===== src/rtl/multicycle_controller.sv =====
`default_nettype none
// ============================================================================
// Module      : multicycle_controller
// Description : Control FSM for a multicycle RV32I-subset datapath with a
//               shared instruction/data memory and a single ALU.
// Revision    : 1.0 - initial release
// ============================================================================
module multicycle_controller #(
    parameter int STATE_W = 4
) (
    input  logic               clk,
    input  logic               rst_n,
    input  logic [31:0]        instr,
    input  logic               zero,
    input  logic               mem_ready,
    output logic               PCWrite,
    output logic               AdrSrc,
    output logic               MemWrite,
    output logic               IRWrite,
    output logic [1:0]         ResultSrc,
    output logic [1:0]         ALUSrcA,
    output logic [1:0]         ALUSrcB,
    output logic [2:0]         ALUfunc,
    output logic [2:0]         ImmSrc,
    output logic               RegWrite,
    output logic               illegal,
    output logic [STATE_W-1:0] state
);

    typedef enum logic [3:0] {
        S_FETCH    = 4'd0,
        S_DECODE   = 4'd1,
        S_MEMADR   = 4'd2,
        S_MEMREAD  = 4'd3,
        S_MEMWB    = 4'd4,
        S_MEMWRITE = 4'd5,
        S_EXECR    = 4'd6,
        S_EXECI    = 4'd7,
        S_ALUWB    = 4'd8,
        S_BRANCH   = 4'd9,
        S_JAL      = 4'd10,
        S_JALR1    = 4'd11,
        S_JALR2    = 4'd12,
        S_LUI      = 4'd13,
        S_TRAP     = 4'd15
    } state_t;

    localparam logic [6:0] c_OP_LOAD   = 7'b0000011;
    localparam logic [6:0] c_OP_STORE  = 7'b0100011;
    localparam logic [6:0] c_OP_RTYPE  = 7'b0110011;
    localparam logic [6:0] c_OP_ITYPE  = 7'b0010011;
    localparam logic [6:0] c_OP_BRANCH = 7'b1100011;
    localparam logic [6:0] c_OP_JAL    = 7'b1101111;
    localparam logic [6:0] c_OP_JALR   = 7'b1100111;
    localparam logic [6:0] c_OP_LUI    = 7'b0110111;

    localparam logic [2:0] c_ALU_ADD = 3'b000;
    localparam logic [2:0] c_ALU_SUB = 3'b001;
    localparam logic [2:0] c_ALU_AND = 3'b010;
    localparam logic [2:0] c_ALU_OR  = 3'b011;
    localparam logic [2:0] c_ALU_SLT = 3'b100;
    localparam logic [2:0] c_ALU_XOR = 3'b110;

    state_t     r_state;
    logic       r_illegal;
    logic [6:0] w_opcode;
    logic [2:0] w_f3;
    logic [6:0] w_f7;
    logic       w_pcwrite;
    logic       w_memwrite;
    logic       w_irwrite;
    logic       w_regwrite;
    logic       w_unused;

    assign w_opcode = instr[6:0];
    assign w_f3     = instr[14:12];
    assign w_f7     = instr[31:25];
    assign w_unused = &{1'b0, instr[24:15], instr[11:7]};

    always_ff @(posedge clk) begin
        if (!rst_n) begin
            r_state   <= S_FETCH;
            r_illegal <= 1'b0;
        end else begin
            case (r_state)
                S_FETCH:    if (mem_ready) r_state <= S_DECODE;
                S_DECODE: begin
                    case (w_opcode)
                        c_OP_LOAD, c_OP_STORE: r_state <= S_MEMADR;
                        c_OP_RTYPE:            r_state <= S_EXECR;
                        c_OP_ITYPE:            r_state <= S_EXECI;
                        c_OP_BRANCH:           r_state <= S_BRANCH;
                        c_OP_JAL:              r_state <= S_JAL;
                        c_OP_JALR:             r_state <= S_JALR1;
                        c_OP_LUI:              r_state <= S_LUI;
                        default: begin
                            r_state   <= S_TRAP;
                            r_illegal <= 1'b1;
                        end
                    endcase
                end
                S_MEMADR:   r_state <= (w_opcode == c_OP_LOAD) ? S_MEMREAD : S_MEMWRITE;
                S_MEMREAD:  if (mem_ready) r_state <= S_MEMWB;
                S_MEMWB:    r_state <= S_FETCH;
                S_MEMWRITE: if (mem_ready) r_state <= S_FETCH;
                S_EXECR:    r_state <= S_ALUWB;
                S_EXECI:    r_state <= S_ALUWB;
                S_ALUWB:    r_state <= S_FETCH;
                S_BRANCH:   r_state <= S_FETCH;
                S_JAL:      r_state <= S_ALUWB;
                S_JALR1:    r_state <= S_JALR2;
                S_JALR2:    r_state <= S_ALUWB;
                S_LUI:      r_state <= S_FETCH;
                S_TRAP:     r_state <= S_TRAP;
                default: begin
                    r_state   <= S_TRAP;
                    r_illegal <= 1'b1;
                end
            endcase
        end
    end

    always_comb begin
        w_pcwrite  = 1'b0;
        w_memwrite = 1'b0;
        w_irwrite  = 1'b0;
        w_regwrite = 1'b0;
        AdrSrc     = 1'b0;
        ResultSrc  = 2'b00;
        ALUSrcA    = 2'b00;
        ALUSrcB    = 2'b00;
        ALUfunc    = c_ALU_ADD;
        case (r_state)
            S_FETCH: begin
                ALUSrcB   = 2'b10;
                ResultSrc = 2'b10;
                w_irwrite = mem_ready;
                w_pcwrite = mem_ready;
            end
            S_DECODE: begin
                ALUSrcA = 2'b01;
                ALUSrcB = 2'b01;
            end
            S_MEMADR: begin
                ALUSrcA = 2'b10;
                ALUSrcB = 2'b01;
            end
            S_MEMREAD: AdrSrc = 1'b1;
            S_MEMWB: begin
                ResultSrc  = 2'b01;
                w_regwrite = 1'b1;
            end
            S_MEMWRITE: begin
                AdrSrc     = 1'b1;
                w_memwrite = 1'b1;
            end
            S_EXECR: begin
                ALUSrcA = 2'b10;
                case ({w_f7, w_f3})
                    10'b0100000_000: ALUfunc = c_ALU_SUB;
                    10'b0000000_111: ALUfunc = c_ALU_AND;
                    10'b0000000_110: ALUfunc = c_ALU_OR;
                    10'b0000000_010: ALUfunc = c_ALU_SLT;
                    default:         ALUfunc = c_ALU_ADD;
                endcase
            end
            S_EXECI: begin
                ALUSrcA = 2'b10;
                ALUSrcB = 2'b01;
                case (w_f3)
                    3'b100:  ALUfunc = c_ALU_XOR;
                    3'b110:  ALUfunc = c_ALU_OR;
                    3'b010:  ALUfunc = c_ALU_SLT;
                    default: ALUfunc = c_ALU_ADD;
                endcase
            end
            S_ALUWB: w_regwrite = 1'b1;
            S_BRANCH: begin
                ALUSrcA   = 2'b10;
                ALUfunc   = c_ALU_SUB;
                // Only beq/bne are supported; other f3 codes fall through untaken.
                w_pcwrite = ((w_f3 == 3'b000) & zero) | ((w_f3 == 3'b001) & ~zero);
            end
            S_JAL: begin
                ALUSrcA   = 2'b01;
                ALUSrcB   = 2'b10;
                w_pcwrite = 1'b1;
            end
            S_JALR1: begin
                ALUSrcA = 2'b10;
                ALUSrcB = 2'b01;
            end
            S_JALR2: begin
                ALUSrcA   = 2'b01;
                ALUSrcB   = 2'b10;
                w_pcwrite = 1'b1;
            end
            S_LUI: begin
                ResultSrc  = 2'b11;
                w_regwrite = 1'b1;
            end
            default: ;
        endcase
    end

    always_comb begin
        case (w_opcode)
            c_OP_STORE:  ImmSrc = 3'b001;
            c_OP_JAL:    ImmSrc = 3'b010;
            c_OP_BRANCH: ImmSrc = 3'b011;
            c_OP_LUI:    ImmSrc = 3'b100;
            default:     ImmSrc = 3'b000;
        endcase
    end

    // Write enables are killed combinationally so a reset aborts a store at once.
    assign PCWrite  = rst_n & w_pcwrite;
    assign MemWrite = rst_n & w_memwrite;
    assign IRWrite  = rst_n & w_irwrite;
    assign RegWrite = rst_n & w_regwrite;
    assign illegal  = r_illegal;
    assign state    = STATE_W'(r_state);

endmodule
`default_nettype wire


===== config.mk =====
export PLATFORM = sky130hd
export DESIGN_NAME = multicycle_controller
export DESIGN_NICKNAME = d
export VERILOG_FILES = /design/src/rtl/multicycle_controller.sv
export SDC_FILE = /design/constraint.sdc
export NUM_CORES = 1
export LEC_CHECK = 0
export ABC_AREA = 1
export ABC_CLOCK_PERIOD_IN_PS = 2400
export CAP_MARGIN = 20
export CORE_ASPECT_RATIO = 0.9
export CORE_MARGIN = 2
export CORE_UTILIZATION = 37
export DETAILED_ROUTE_END_ITERATION = 6
export PLACE_DENSITY = 0.91
export SETUP_SLACK_MARGIN = 0.02
export SYNTH_ARGS = -nofsm -noshare
export SYNTH_HDL_FRONTEND = slang
export SYNTH_SLANG_ARGS = --single-unit

===== constraint.sdc =====
create_clock -name clk -period 2.4 [get_ports clk]
set_input_delay 0.48 -clock clk [delete_from_list [all_inputs] [get_ports clk]]
set_output_delay 0.48 -clock clk [all_outputs]
set_load 0.1 [all_outputs]

==> results_dict.tcl <==
set metrics [dict create \
    critPathArrivalTime_ps 1780 \
    layout.cells.most_common "nand2_1" \
    yosys-mux-area-fraction 0 \
    antenna_found_initial 0 \
    clk_pin_slew_ps 40 \
    grt_max_degree 9 \
    setup_viol 0 \
    synthAdderAreaFrac 0 \
    critPathLaunchType "primary input" \
    cp-end-kind "output port" \
    numCtsBuffers 3 \
    clock_latency_ps 240 \
    holdBufCountCts 0 \
    drive_above_1_share 0.258 \
    r2r_slack_ps 990 \
    slew_headroom 0.652 \
    final_cell_mix "41 x nand2_1, 31 x inv_1, 28 x nor2_1" \
    period_needed_ps 2260 \
    syn2layout_area_growth_pct 93.5 \
    nets 246 \
    yosysSeqAreaShare 0.125 \
    status "finished, final reports clean" \
    fp-row-count 15 \
    hold_class "register to register" \
    port_buffers 42 \
    clockBufferDepth 2 \
    synth_top_family_by_area "simple AND/OR/NAND/NOR gates" \
    worst_clock_skew_ps 1.38 \
    drt-initial-drc-count 37 \
    worstSetupPathType "primary input to output port" \
    nFillCells 137 \
    crit_required_ps 1920 \
    synth_area_sq_um 803 \
    synth_cells 162 \
    cts_tree "done" \
    final_area_sq_um 1550 \
    io_pins 58 \
    total_power_uw 2250 \
    gp_congestion 0.938 \
    wire_per_inst_um 12.0 \
    rsz0062_at_grt "false" \
    antenna_left 0 \
    finalMaxSlewViolations 0 \
    drtPass1Iterations 4 \
    drv_cap 0 \
    grt_pass1_wl_mm 4.44 \
    ys_warn_count 0 \
    die_area_sq_um 2560 \
    cts_sinks 5 \
    htreeDepth 1 \
    synth_xor_area_frac 0.0109 \
    grt_pass1_vias 1083 \
    n_antenna_cell 0 \
    vias 1203 \
    cts-root-buf "clkbuf_4" \
    die_h_um 48.2 \
    vias_per_cell 5.14 \
    leakagePower_uw 0.000810 \
    hold_viol 0 \
    fmax_mhz 442 \
    min_period_over_period 0.942 \
    grt.total_usage 0.232 \
    synth_nets 198 \
    tightest_slew_ps 522 \
    drcViolationCount 0 \
    vdd_ir_drop_max_uv 1250 \
    post_cts_buffers 0 \
    drt-total-wl_mm 2.82 \
    core_sq_um 1990 \
    hpwl_mm 2.34 \
    synth-simple-area-share 0.559 \
    initial_core_util 0.404 \
    avgSynthCellArea_sq_um 4.96 \
    die_w_um 53.1 \
    placed_area_sq_um 1500 \
    gr-total-overflow 0 \
    crit_fanout 3 \
    ys_types 23 \
    synth_compound_area_frac 0.142 \
    p_per_area_nw_per_um2 1450 \
    ys_seq_elements 5 \
]
final cells by class:
class / count / area, sq um / share of cell area
multi-input combinational: 122 / 664 / 0.428
timing repair buffer: 43 / 588 / 0.378
inverter: 35 / 131 / 0.0845
sequential: 5 / 113 / 0.0725
tap: 25 / 31.3 / 0.0201
clock buffer: 4 / 26.3 / 0.0169
sequential cells by signal, indices dropped and copies added, names as in the netlist:
register	count
illegal	1
state	4
through the flow:
step	worst slack (ps)	hold slack, ps	util	setup TNS, ps	cells
floorplan	-376	593	-	-376	162
global placement	70.9	500	0.752	0	230
detailed placement	-16.2	503	0.752	-16.2	230
CTS	18.4	509	0.772	0	234
global route	68.4	579	0.781	0	234
finish	139	508	0.781	0	234
worst paths after layout:
path | start | endpoint | cells past startpoint
worst min register to register | illegal | illegal | 2
worst min-delay path | illegal | illegal | 2
worst max-delay path | instr[3] | ImmSrc[1] | 7
worst max register to register | state[1] | state[3] | 6
what timing repair did:
action	4_1_cts	5_1_grt
resized for setup	5	6
setup endpoints to repair	3	3
pin swaps	0	1
report_power, final:
part           switching [uW]  internal (uW)  total [uW]
Combinational            1380            581        1960
Sequential               53.4            133         186
Clock                    33.4           62.8        96.2
logic make-up after synthesis:
logic type                count (synthesis)
buffers and inverters                    35
AOI/OAI and AO/OA                        20
and+or+nand+nor                         101
DFF                                       5
xor gates and xnor gates                  1
metal layers:
metal  GRT usage  wire [um]  part of all wire
met5           0          0                 0
met1       0.285       1150              0.41
met3      0.0521        206             0.073
met2       0.425       1460              0.52
met4      0.0462          0                 0
worst max-delay path, cell delays in order:
cell	delay, ps
clkdlybuf4s50_1	510
inv_1	70
nand2_1	60
nor2_1	40
o21ai_0	300
inv_1	130
buf_12	190
cells in the mapped netlist (all sizes together):
master,n,area share
nand2,42,0.20
dfxtp,5,0.12
o211ai,1,0.0093
o31ai,1,0.0093
nand4,1,0.0078
nor2,33,0.17
a21oi,6,0.037
or2,1,0.0078
xor2,1,0.011
inv,34,0.16
a21o,2,0.019
nand3,18,0.13
o21ai,8,0.050
a31oi,1,0.0078
nor3,6,0.044
clkinv,1,0.0047
a22oi,1,0.0093
Note: power is estimated with default switching activity, not from simulation.
